--- src/rtl/data_mem_requester_pkg.sv ---
// Shared types and constants for the byte-wide data-memory requester.
// Size encoding matches the datapath's cpu_size field.
package mips_mem_pkg;

   typedef enum logic [1:0] {
      SZ_BYTE = 2'b00,
      SZ_HALF = 2'b01,
      SZ_WORD = 2'b10,
      SZ_RSVD = 2'b11
   } mem_size_t;

   typedef enum logic [1:0] {
      IDLE   = 2'b00,
      ACCESS = 2'b01,
      DRAIN  = 2'b10,
      DONE   = 2'b11
   } dmr_state_t;

   localparam logic [2:0] BYTES_BYTE = 3'd1;
   localparam logic [2:0] BYTES_HALF = 3'd2;
   localparam logic [2:0] BYTES_WORD = 3'd4;

   // Reserved size yields zero bytes; it is always faulted before any access.
   function automatic logic [2:0] size_bytes(input mem_size_t size);
      case (size)
         SZ_BYTE: size_bytes = BYTES_BYTE;
         SZ_HALF: size_bytes = BYTES_HALF;
         SZ_WORD: size_bytes = BYTES_WORD;
         default: size_bytes = 3'd0;
      endcase
   endfunction

   function automatic logic misaligned(input mem_size_t size, input logic [1:0] low);
      case (size)
         SZ_HALF: misaligned = low[0];
         SZ_WORD: misaligned = |low;
         SZ_RSVD: misaligned = 1'b1;
         default: misaligned = 1'b0;
      endcase
   endfunction

endpackage

--- src/rtl/data_mem_requester_if.sv ---
// CPU-side and memory-side bundles of the data-memory requester.
// The datapath masters the CPU bundle; the requester masters the memory bundle.
interface dmr_cpu_if;
   logic        cpu_req;
   logic        cpu_we;
   logic [1:0]  cpu_size;
   logic        cpu_unsigned;
   logic [31:0] cpu_addr;
   logic [31:0] cpu_wdata;
   logic        cpu_busy;
   logic        cpu_done;
   logic        cpu_err;
   logic [31:0] cpu_rdata;

   modport master (
      output cpu_req, cpu_we, cpu_size, cpu_unsigned, cpu_addr, cpu_wdata,
      input  cpu_busy, cpu_done, cpu_err, cpu_rdata
   );

   modport slave (
      input  cpu_req, cpu_we, cpu_size, cpu_unsigned, cpu_addr, cpu_wdata,
      output cpu_busy, cpu_done, cpu_err, cpu_rdata
   );
endinterface

interface dmr_mem_if #(parameter int unsigned ADDR_W = 6);
   logic [ADDR_W-1:0] mem_addr;
   logic              mem_re;
   logic              mem_we;
   logic [7:0]        mem_wdata;
   logic [7:0]        mem_rdata;

   modport master (
      output mem_addr, mem_re, mem_we, mem_wdata,
      input  mem_rdata
   );

   modport slave (
      input  mem_addr, mem_re, mem_we, mem_wdata,
      output mem_rdata
   );
endinterface

--- src/rtl/data_mem_requester_load_extend.sv ---
// Sign/zero extension of an assembled right-justified load word.
module load_extend
   import mips_mem_pkg::*;
(
   input  logic [31:0] word,
   input  mem_size_t   size,
   input  logic        is_unsigned,
   output logic [31:0] rdata
);

   always_comb begin
      rdata = word;
      case (size)
         SZ_BYTE: rdata = {{24{~is_unsigned & word[7]}}, word[7:0]};
         SZ_HALF: rdata = {{16{~is_unsigned & word[15]}}, word[15:0]};
         default: rdata = word;
      endcase
   end

endmodule

--- src/rtl/data_mem_requester.sv ---
// Sequences one CPU load/store into big-endian byte accesses on the data memory,
// assembling and extending load data and faulting bad size/alignment/range.
module data_mem_requester
   import mips_mem_pkg::*;
#(
   parameter int unsigned ADDR_W = 6
) (
   input  logic      clk,
   input  logic      rst_n,
   dmr_cpu_if.slave  cpu,
   dmr_mem_if.master mem
);

   dmr_state_t        state, state_nxt;
   logic              we_q;
   logic              uns_q;
   mem_size_t         size_q;
   logic [ADDR_W-1:0] addr_q;
   logic [1:0]        cnt_q;
   logic [31:0]       wbuf_q;
   logic [23:0]       shift_q;
   logic              rd_pend_q;
   logic              err_q;
   logic [31:0]       rdata_q;

   logic              accept;
   logic              fault;
   logic              last;
   logic              rd_strobe;
   logic              wr_strobe;
   logic [2:0]        req_bytes;
   logic [5:0]        wshift;
   logic [31:0]       ext_rdata;

   assign accept    = (state == IDLE) && cpu.cpu_req;
   assign req_bytes = size_bytes(mem_size_t'(cpu.cpu_size));
   assign fault     = misaligned(mem_size_t'(cpu.cpu_size), cpu.cpu_addr[1:0])
                      || ((cpu.cpu_addr >> ADDR_W) != 32'd0);
   // Left-justify store data so the MSB of the N stored bytes leaves first.
   assign wshift    = {3'd4 - req_bytes, 3'b000};
   assign last      = ({1'b0, cnt_q} == (size_bytes(size_q) - 3'd1));

   assign rd_strobe = (state == ACCESS) && !we_q;
   assign wr_strobe = (state == ACCESS) && we_q;

   always_ff @(posedge clk or negedge rst_n) begin
      if (!rst_n) begin
         state <= IDLE;
      end else begin
         state <= state_nxt;
      end
   end

   always_comb begin
      state_nxt = state;
      case (state)
         IDLE:    if (accept) state_nxt = fault ? DONE : ACCESS;
         ACCESS:  if (last) state_nxt = we_q ? DONE : DRAIN;
         DRAIN:   state_nxt = DONE;
         DONE:    state_nxt = IDLE;
         default: state_nxt = IDLE;
      endcase
   end

   // Final load byte arrives during DRAIN; merge it directly instead of waiting a cycle.
   load_extend u_load_extend (
      .word        ({shift_q, mem.mem_rdata}),
      .size        (size_q),
      .is_unsigned (uns_q),
      .rdata       (ext_rdata)
   );

   always_ff @(posedge clk or negedge rst_n) begin
      if (!rst_n) begin
         we_q      <= 1'b0;
         uns_q     <= 1'b0;
         size_q    <= SZ_BYTE;
         addr_q    <= '0;
         cnt_q     <= '0;
         wbuf_q    <= '0;
         shift_q   <= '0;
         rd_pend_q <= 1'b0;
         err_q     <= 1'b0;
         rdata_q   <= '0;
      end else begin
         rd_pend_q <= rd_strobe;
         if (rd_pend_q) begin
            shift_q <= {shift_q[15:0], mem.mem_rdata};
         end
         if (accept) begin
            we_q    <= cpu.cpu_we;
            uns_q   <= cpu.cpu_unsigned;
            size_q  <= mem_size_t'(cpu.cpu_size);
            addr_q  <= cpu.cpu_addr[ADDR_W-1:0];
            cnt_q   <= '0;
            wbuf_q  <= cpu.cpu_wdata << wshift;
            shift_q <= '0;
            err_q   <= fault;
            if (fault) begin
               rdata_q <= '0;
            end
         end
         if (state == ACCESS) begin
            addr_q <= addr_q + 1'b1;
            cnt_q  <= cnt_q + 1'b1;
            wbuf_q <= {wbuf_q[23:0], 8'h00};
            if (last && we_q) begin
               rdata_q <= '0;
            end
         end
         if (state == DRAIN) begin
            rdata_q <= ext_rdata;
         end
      end
   end

   assign cpu.cpu_busy  = (state != IDLE);
   assign cpu.cpu_done  = (state == DONE);
   assign cpu.cpu_err   = (state == DONE) && err_q;
   assign cpu.cpu_rdata = rdata_q;

   assign mem.mem_addr  = addr_q;
   assign mem.mem_re    = rd_strobe;
   assign mem.mem_we    = wr_strobe;
   assign mem.mem_wdata = wr_strobe ? wbuf_q[31:24] : 8'h00;

endmodule

--- src/flat_wrapper.sv ---
// flat-port wrapper written by rule: the top's interface ports become plain ports
module data_mem_requester_flat import mips_mem_pkg::*;
#(
   parameter int unsigned ADDR_W = 6
)
  (clk, rst_n, cpu_cpu_req, cpu_cpu_we, cpu_cpu_size, cpu_cpu_unsigned, cpu_cpu_addr, cpu_cpu_wdata, cpu_cpu_busy, cpu_cpu_done, cpu_cpu_err, cpu_cpu_rdata, mem_mem_addr, mem_mem_re, mem_mem_we, mem_mem_wdata, mem_mem_rdata);
  dmr_cpu_if cpu_i ();
  dmr_mem_if #(.ADDR_W(ADDR_W)) mem_i ();
  input  logic clk;
  input  logic rst_n;
  input wire logic [$bits(cpu_i.cpu_req)-1:0] cpu_cpu_req;
  input wire logic [$bits(cpu_i.cpu_we)-1:0] cpu_cpu_we;
  input wire logic [$bits(cpu_i.cpu_size)-1:0] cpu_cpu_size;
  input wire logic [$bits(cpu_i.cpu_unsigned)-1:0] cpu_cpu_unsigned;
  input wire logic [$bits(cpu_i.cpu_addr)-1:0] cpu_cpu_addr;
  input wire logic [$bits(cpu_i.cpu_wdata)-1:0] cpu_cpu_wdata;
  output wire logic [$bits(cpu_i.cpu_busy)-1:0] cpu_cpu_busy;
  output wire logic [$bits(cpu_i.cpu_done)-1:0] cpu_cpu_done;
  output wire logic [$bits(cpu_i.cpu_err)-1:0] cpu_cpu_err;
  output wire logic [$bits(cpu_i.cpu_rdata)-1:0] cpu_cpu_rdata;
  output wire logic [$bits(mem_i.mem_addr)-1:0] mem_mem_addr;
  output wire logic [$bits(mem_i.mem_re)-1:0] mem_mem_re;
  output wire logic [$bits(mem_i.mem_we)-1:0] mem_mem_we;
  output wire logic [$bits(mem_i.mem_wdata)-1:0] mem_mem_wdata;
  input wire logic [$bits(mem_i.mem_rdata)-1:0] mem_mem_rdata;
  assign cpu_i.cpu_req = cpu_cpu_req;
  assign cpu_i.cpu_we = cpu_cpu_we;
  assign cpu_i.cpu_size = cpu_cpu_size;
  assign cpu_i.cpu_unsigned = cpu_cpu_unsigned;
  assign cpu_i.cpu_addr = cpu_cpu_addr;
  assign cpu_i.cpu_wdata = cpu_cpu_wdata;
  assign cpu_cpu_busy = cpu_i.cpu_busy;
  assign cpu_cpu_done = cpu_i.cpu_done;
  assign cpu_cpu_err = cpu_i.cpu_err;
  assign cpu_cpu_rdata = cpu_i.cpu_rdata;
  assign mem_mem_addr = mem_i.mem_addr;
  assign mem_mem_re = mem_i.mem_re;
  assign mem_mem_we = mem_i.mem_we;
  assign mem_mem_wdata = mem_i.mem_wdata;
  assign mem_i.mem_rdata = mem_mem_rdata;
  data_mem_requester #(.ADDR_W(ADDR_W)) u_core (.clk(clk), .rst_n(rst_n), .cpu(cpu_i), .mem(mem_i));
endmodule
--- config.mk ---
export PLATFORM = sky130hd
export DESIGN_NAME = data_mem_requester_flat
export DESIGN_NICKNAME = d
export VERILOG_FILES = /design/src/rtl/data_mem_requester_pkg.sv /design/src/rtl/data_mem_requester_if.sv /design/src/rtl/data_mem_requester_load_extend.sv /design/src/rtl/data_mem_requester.sv /design/src/flat_wrapper.sv
export SDC_FILE = /design/constraint.sdc
export NUM_CORES = 1
export LEC_CHECK = 0
export ABC_CLOCK_PERIOD_IN_PS = 2960
export CORE_MARGIN = 4
export CORE_UTILIZATION = 40
export CTS_BUF_LIST = sky130_fd_sc_hd__clkbuf_16
export DETAILED_ROUTE_END_ITERATION = 6
export PLACE_DENSITY = 0.79
export SLEW_MARGIN = 15
export SYNTH_ARGS = -nofsm -noshare
export SYNTH_HDL_FRONTEND = slang
export SYNTH_SLANG_ARGS = --single-unit
--- constraint.sdc ---
create_clock -name clk -period 2.96 [get_ports clk]
set_input_delay 0.592 -clock clk [delete_from_list [all_inputs] [get_ports clk]]
set_output_delay 0.592 -clock clk [all_outputs]
set_load 0.005 [all_outputs]
**Word level (Yosys, flattened, before mapping)**

Cells that the tools add are included.

- Input port bits: 79
- Register bits after elaboration: 104

- Add/sub/neg operators: 4
- Bitwise operators: 3
- Mux-type cells: 23
- Equality and inequality tests: 11
- Reductions and logical operators: 16
- Shift-type cells: 1

Operator list:

| operator | number |
|---|---|
| 32-bit 2-to-1 mux | 7 |
| 32-bit one-hot mux with 2 select lines | 1 |
| 24-bit 2-to-1 mux | 2 |
| 32-bit nonzero test | 1 |
| 32-bit by 6-bit << shifter with 32-bit output | 1 |
| 3-bit one-hot mux with 3 select lines | 2 |
| 6-bit 2-to-1 mux | 2 |
| 2-bit == test, second input constant | 5 |
| 2-bit 2-to-1 mux | 5 |
| 8-bit 2-to-1 mux | 1 |
| 2-bit one-hot mux with 4 select lines | 1 |
| 6-bit by 1-bit adder with 6-bit output, second input constant | 1 |
| 2-bit by 1-bit == test with 1-bit output, second input constant | 3 |
| 2-bit zero test | 3 |
| 2-bit nonzero test | 3 |
| 1-bit logical AND | 5 |
| 2-bit by 1-bit inequality test with 1-bit output, second input constant | 2 |
| 2-bit by 3-bit == test with 1-bit output | 1 |
| 1-bit one-hot mux with 3 select lines | 1 |
| 3-bit by 1-bit subtractor with 3-bit output, second input constant | 1 |
| 3-bit subtractor, first input constant | 1 |
| 2-bit by 1-bit adder with 2-bit output, second input constant | 1 |
| 1-bit AND | 2 |
| 2-bit AND reduction | 1 |
| 5 further kinds | 5 |

**Logic depth before layout (Yosys ltp)**

- Depth in word-level cells: 8
- Mapped depth: 10
- Mapped depth without buffers: 7

**Hierarchy**

Synthesis repeated with hierarchy kept, for this count alone.

- Cell total of the unflattened synthesis: 585
- Area, all modules: 5515.3 µm²

By module, submodules not included:

| module | instances | cells each | sequential area each (µm²) | area each (µm²) |
|---|---|---|---|---|
| data_mem_requester | 1 | 518 | 2602.5 | 5159.9 |
| load_extend | 1 | 67 | 0.0 | 355.3 |

**Least setup slack after synthesis**

OpenSTA, ideal clock, no wires.

- Kind: reg-to-reg
- Start point: reg u_core.size_q[0]
- End point: reg u_core.rdata_q[7], in the netlist u_core.cpu.cpu_rdata[7]
- Arrival time: 2377 ps
- Cell stages (with the launch flop): 10
- Setup time: 126 ps
- Data required time: 2834 ps
- Path buffers: 3
- Clock period less this slack: 2503 ps
- Setup slack: 457 ps
- Cells stage by stage: dfrtp_1 buf_4 clkbuf_1 or2_2 ha_1 xor2_1 o2111ai_2 and3_1 buf_2 a221o_1

- Word-level cells in the longest chain between the ends: 8
- Elaborated cells between the ends (all ways): 10

Ends and longest elaborated chain:

| item | line | text |
|---|---|---|
| start: declaration | data_mem_requester.sv:17 | `mem_size_t size_q;` |
| start signal: assignment | data_mem_requester.sv:93 | `size_q <= mem_size_t'(cpu.cpu_size);` |
| 2-bit == test (tied with other cells) | data_mem_requester_pkg.sv:25 | `case (size)` |
| 3-bit one-hot mux with 3 select lines * | data_mem_requester_pkg.sv:25 |  |
| 3-bit by 1-bit subtractor with 3-bit output * | data_mem_requester.sv:41 | `assign last = ({1'b0, cnt_q} == (size_bytes(size_q) - 3'd1));` |
| 2-bit by 3-bit == test with 1-bit output * | data_mem_requester.sv:41 |  |
| 1-bit logical AND * | data_mem_requester.sv:107 | `if (last && we_q) begin` |
| 32-bit 2-to-1 mux * | data_mem_requester.sv:107 |  |
| 32-bit 2-to-1 mux * | data_mem_requester.sv:103 | `if (state == ACCESS) begin` |
| 32-bit 2-to-1 mux * | data_mem_requester.sv:111 | `if (state == DRAIN) begin` |
| end signal: assignment | data_mem_requester.sv:112 | `rdata_q <= ext_rdata;` |
| end: declaration | data_mem_requester.sv:24 | `logic [31:0] rdata_q;` |

Every way passes the cells marked *; elsewhere a longest branch is shown, timed or not.
A chain may end at the register's enable or synchronous reset.

**Worst setup path after layout**

- Start point: reg u_core.state[1]
- End point: out mem_mem_we

- Word-level cells in the longest chain between the ends: 2

Ends and longest elaborated chain:

| item | line | text |
|---|---|---|
| start: declaration | data_mem_requester.sv:14 | `dmr_state_t state, state_nxt;` |
| start signal: assignment | data_mem_requester.sv:50 | `state <= state_nxt;` |
| 2-bit by 1-bit == test with 1-bit output | data_mem_requester.sv:44 | `assign wr_strobe = (state == ACCESS) && we_q;` |
| 1-bit logical AND | data_mem_requester.sv:44 |  |
| end: declaration | flat_wrapper.sv:23 | `output wire logic [$bits(mem_i.mem_we)-1:0] mem_mem_we;` |

Every way passes these cells.

==> results.toml <==
[detailed_routing]
first_iter_violations = 235
ant_nets = 0
wl_per_cell_um = 16.5
via_per_inst = 5.46
first_pass_iters = 5
drc_errors = 0
wl_um = 13400
vias = 4442

[power_and_ir_drop]
p_sw_w = 0.00242
peakVddDrop_mv = 0.428
internal-power_w = 0.00386
seqPwrFrac_pct = 37.8
p_leak_nw = 2.95
power_frac_clock_pct = 18.5
switching_share_pct = 38.5
p_per_area_mw_per_mm2 = 913
combPwrFrac_pct = 43.8

[synthesis]
ys_warn_count = 0
synth_edf_count = 0
synth-seq-cells = 104
ys_seq_area_share_pct = 50.9
synthTopCellsByArea = "dfrtp_1 51%, mux2i_1 7.2%, nand2_1 4.5%, a21oi_1 3.7%, a22oi_1 3.5%"
syn-num-nets = 608
synth_top_area_share_pct = 50.9
synth_area_sq_mm = 0.00512
yosys.area.top_type = "dfrtp_1"
synth_top_flop_cell = "dfrtp_1"
syn_avg_cell_area_sq_um = 9.80
ys_async_sr_fraction_pct = 100
synth_cell_types = 39
syn_inst = 522

[clock_network]
cts_made_buffers = 9
cts_resized = 0
h-tree-depth = 3
clock_latency_ps = 350
cts_tree = "yes"
cts_num_sinks = 104
holdBufCountCts = 0
ctsLongestPathBuffers = 2
postCtsSetupBuffers = 0
cts_root_buf = "clkbuf_16"
clkTransAtPathRegs_ps = 80

[grt]
overflow = 0
grt_max_degree = 57
antenna_found_initial = 0
grt_pass1_vias = 4505
grt_pass1_wl_um = 22100
grt_util_all_layers_pct = 18.5

[die]
design.portCount = 130
core_region_area_sq_mm = 0.0126
die_area_sq_mm = 0.0147
start_util_pct = 40.7
die_y_um = 121
rows = 41
die_width_um = 121

[cells_and_area]
layout_commonest_cell = "clkdlybuf4s50_1"
diodes = 0
design_area_sq_mm = 0.00688
drive_gt1_share_pct = 6.71
nets = 722
final_cell_mix = "128 x clkdlybuf4s50_1, 104 x dfrtp_1, 61 x nand2_1"
syn2layout_area_growth_pct = 34.5
fill_cells = 1092
fin_cells = 813

[critical_path]
crit_type = "reg2out"
rrSetupSlack_ps = 630
startpoint_type = "register"
critical_path.top_delay_family = "buffers and inverters"
cp_max_fo = 27
cp-end-kind = "output pin"
crit_chain = "inv_1 -> ha_2 -> and2_1 -> clkdlybuf4s50_1"
critPathMaxStageDelay_ps = 550
cp.arrival_ps = 2200
required_ps = 2370
crit_slowest_cell = "clkdlybuf4s50_1"
path_buf_inv = 2

[outcome]
status = "finished, final reports clean"

[place]
gp_congestion = 0.822
port_buffers = 129
hpwl_um = 9750
placed_cell_area_sq_mm = 0.00660
dp_cells = 797

[timing]
rsz0062_at_grt = "no"
setup_viol = 0
period_needed_ps = 2790
finalHoldViolations = 0
tightest_slew_ps = 682
timing.fmax_mhz = 358
finalMaxSlewViolations = 0
finClkSkew_ps = 14.1
setup_tns_ps = 0
min_period_over_period_pct = 94.3
relSlewSlack_pct = 54.4

[min_path]
hold_path_class = "in2async"

[run]
maxCapViolations = 0
[sequential cells by signal, indices dropped and copies added, names as in the netlist]
register and flops:
u_core.state 2, u_core.rd_pend_q 1, u_core.we_q 1, u_core.err_q 1, u_core.wbuf_q 32, u_core.cnt_q 2
u_core.mem.mem_addr 6, u_core.cpu.cpu_rdata 32, u_core.size_q 2, u_core.uns_q 1, u_core.shift_q 24
[synthesized netlist by cell type, types with 2 or more instances]
| cell | n |
|---|---|
| a211oi_1 | 4 |
| a21oi_1 | 38 |
| a221o_1 | 16 |
| a22o_1 | 8 |
| a22oi_1 | 24 |
| and2_1 | 3 |
| and3_1 | 13 |
| buf_1 | 7 |
| buf_2 | 7 |
| clkbuf_1 | 30 |
| dfrtp_1 | 104 |
| ha_1 | 7 |
| inv_1 | 5 |
| mux2i_1 | 37 |
| nand2_1 | 61 |
| nand3_1 | 11 |
| nand4_1 | 9 |
| nor2_1 | 46 |
| nor2b_1 | 2 |
| nor3_1 | 3 |
| nor3b_1 | 8 |
| nor4_1 | 6 |
| nor4b_2 | 2 |
| o211ai_1 | 9 |
| o21ai_0 | 28 |
| o22ai_1 | 16 |
| xnor2_1 | 3 |
| xor2_1 | 4 |
[layer usage]
metal	up-vias	routed length [um]	track usage (%)	share of wire (%)
li1	2134	-	-	-
met1	2152	5660	24.5	42
met2	141	6980	31.7	52
met3	15	563	2.98	4.2
met4	0	167	4.82	1.2
met5	-	0	0	0
[worst paths after layout]
check | endpoint | startpoint | cells after the start
max reg2reg | u_core.cpu.cpu_rdata[7] | u_core.size_q[1] | 6
min | u_core.cpu.cpu_rdata[16] | rst_n | 1
min reg2reg | u_core.err_q | u_core.err_q | 2
max in group asynchronous | u_core.wbuf_q[30] | rst_n | 2
max | mem_mem_we | u_core.state[1] | 4
min in group clk | u_core.err_q | u_core.err_q | 2
[cell type report]
cell class	count	area [sq um]	share of cell area [%]
Sequential cell	104	2600	37.8
Inverter	5	18.8	0.273
Clock inverter	7	61.3	0.891
Timing Repair Buffer	148	1440	21.0
Tap cell	172	215	3.13
Clock buffer	9	225	3.27
Multi-Input combinational cell	368	2320	33.6
[power groups by stage]
stage               Clock, W  Sequential [W]  Combinational (W)
floorplan                  0         0.00227            0.00176
global placement           0         0.00236            0.00266
detailed placement         0         0.00239            0.00277
CTS                  0.00118         0.00237            0.00278
global route         0.00123         0.00244            0.00308
finish               0.00116         0.00237            0.00275
[metrics by stage]
step	total power [W]	hold slack, ps	utilization [%]	setup slack, ps
6_report	0.00628	254	54.8	167
5_1_grt	0.00675	309	54.8	52.6
4_1_cts	0.00633	278	54.8	155
3_5_place_dp	0.00516	495	52.5	424
3_3_place_gp	0.00502	464	52.5	470
2_1_floorplan	0.00403	296	-	457
[cell families (layout without fill, tap and decap cells)]
logic type               Yosys count  after routing  synth area share (%)
AO/OA/AOI/OAI                    148            148                  19.2
XOR/XNOR                           7              7                  1.20
adder cells (fa/ha/maj)            7              7                  1.71
buffers and inverters             50            169                  3.91
flip-flops                       104            104                  50.9
multiplexers                      38             38                  7.46
AND/OR/NAND/NOR                  168            168                  15.6
Power figures use the tool's default switching activity.
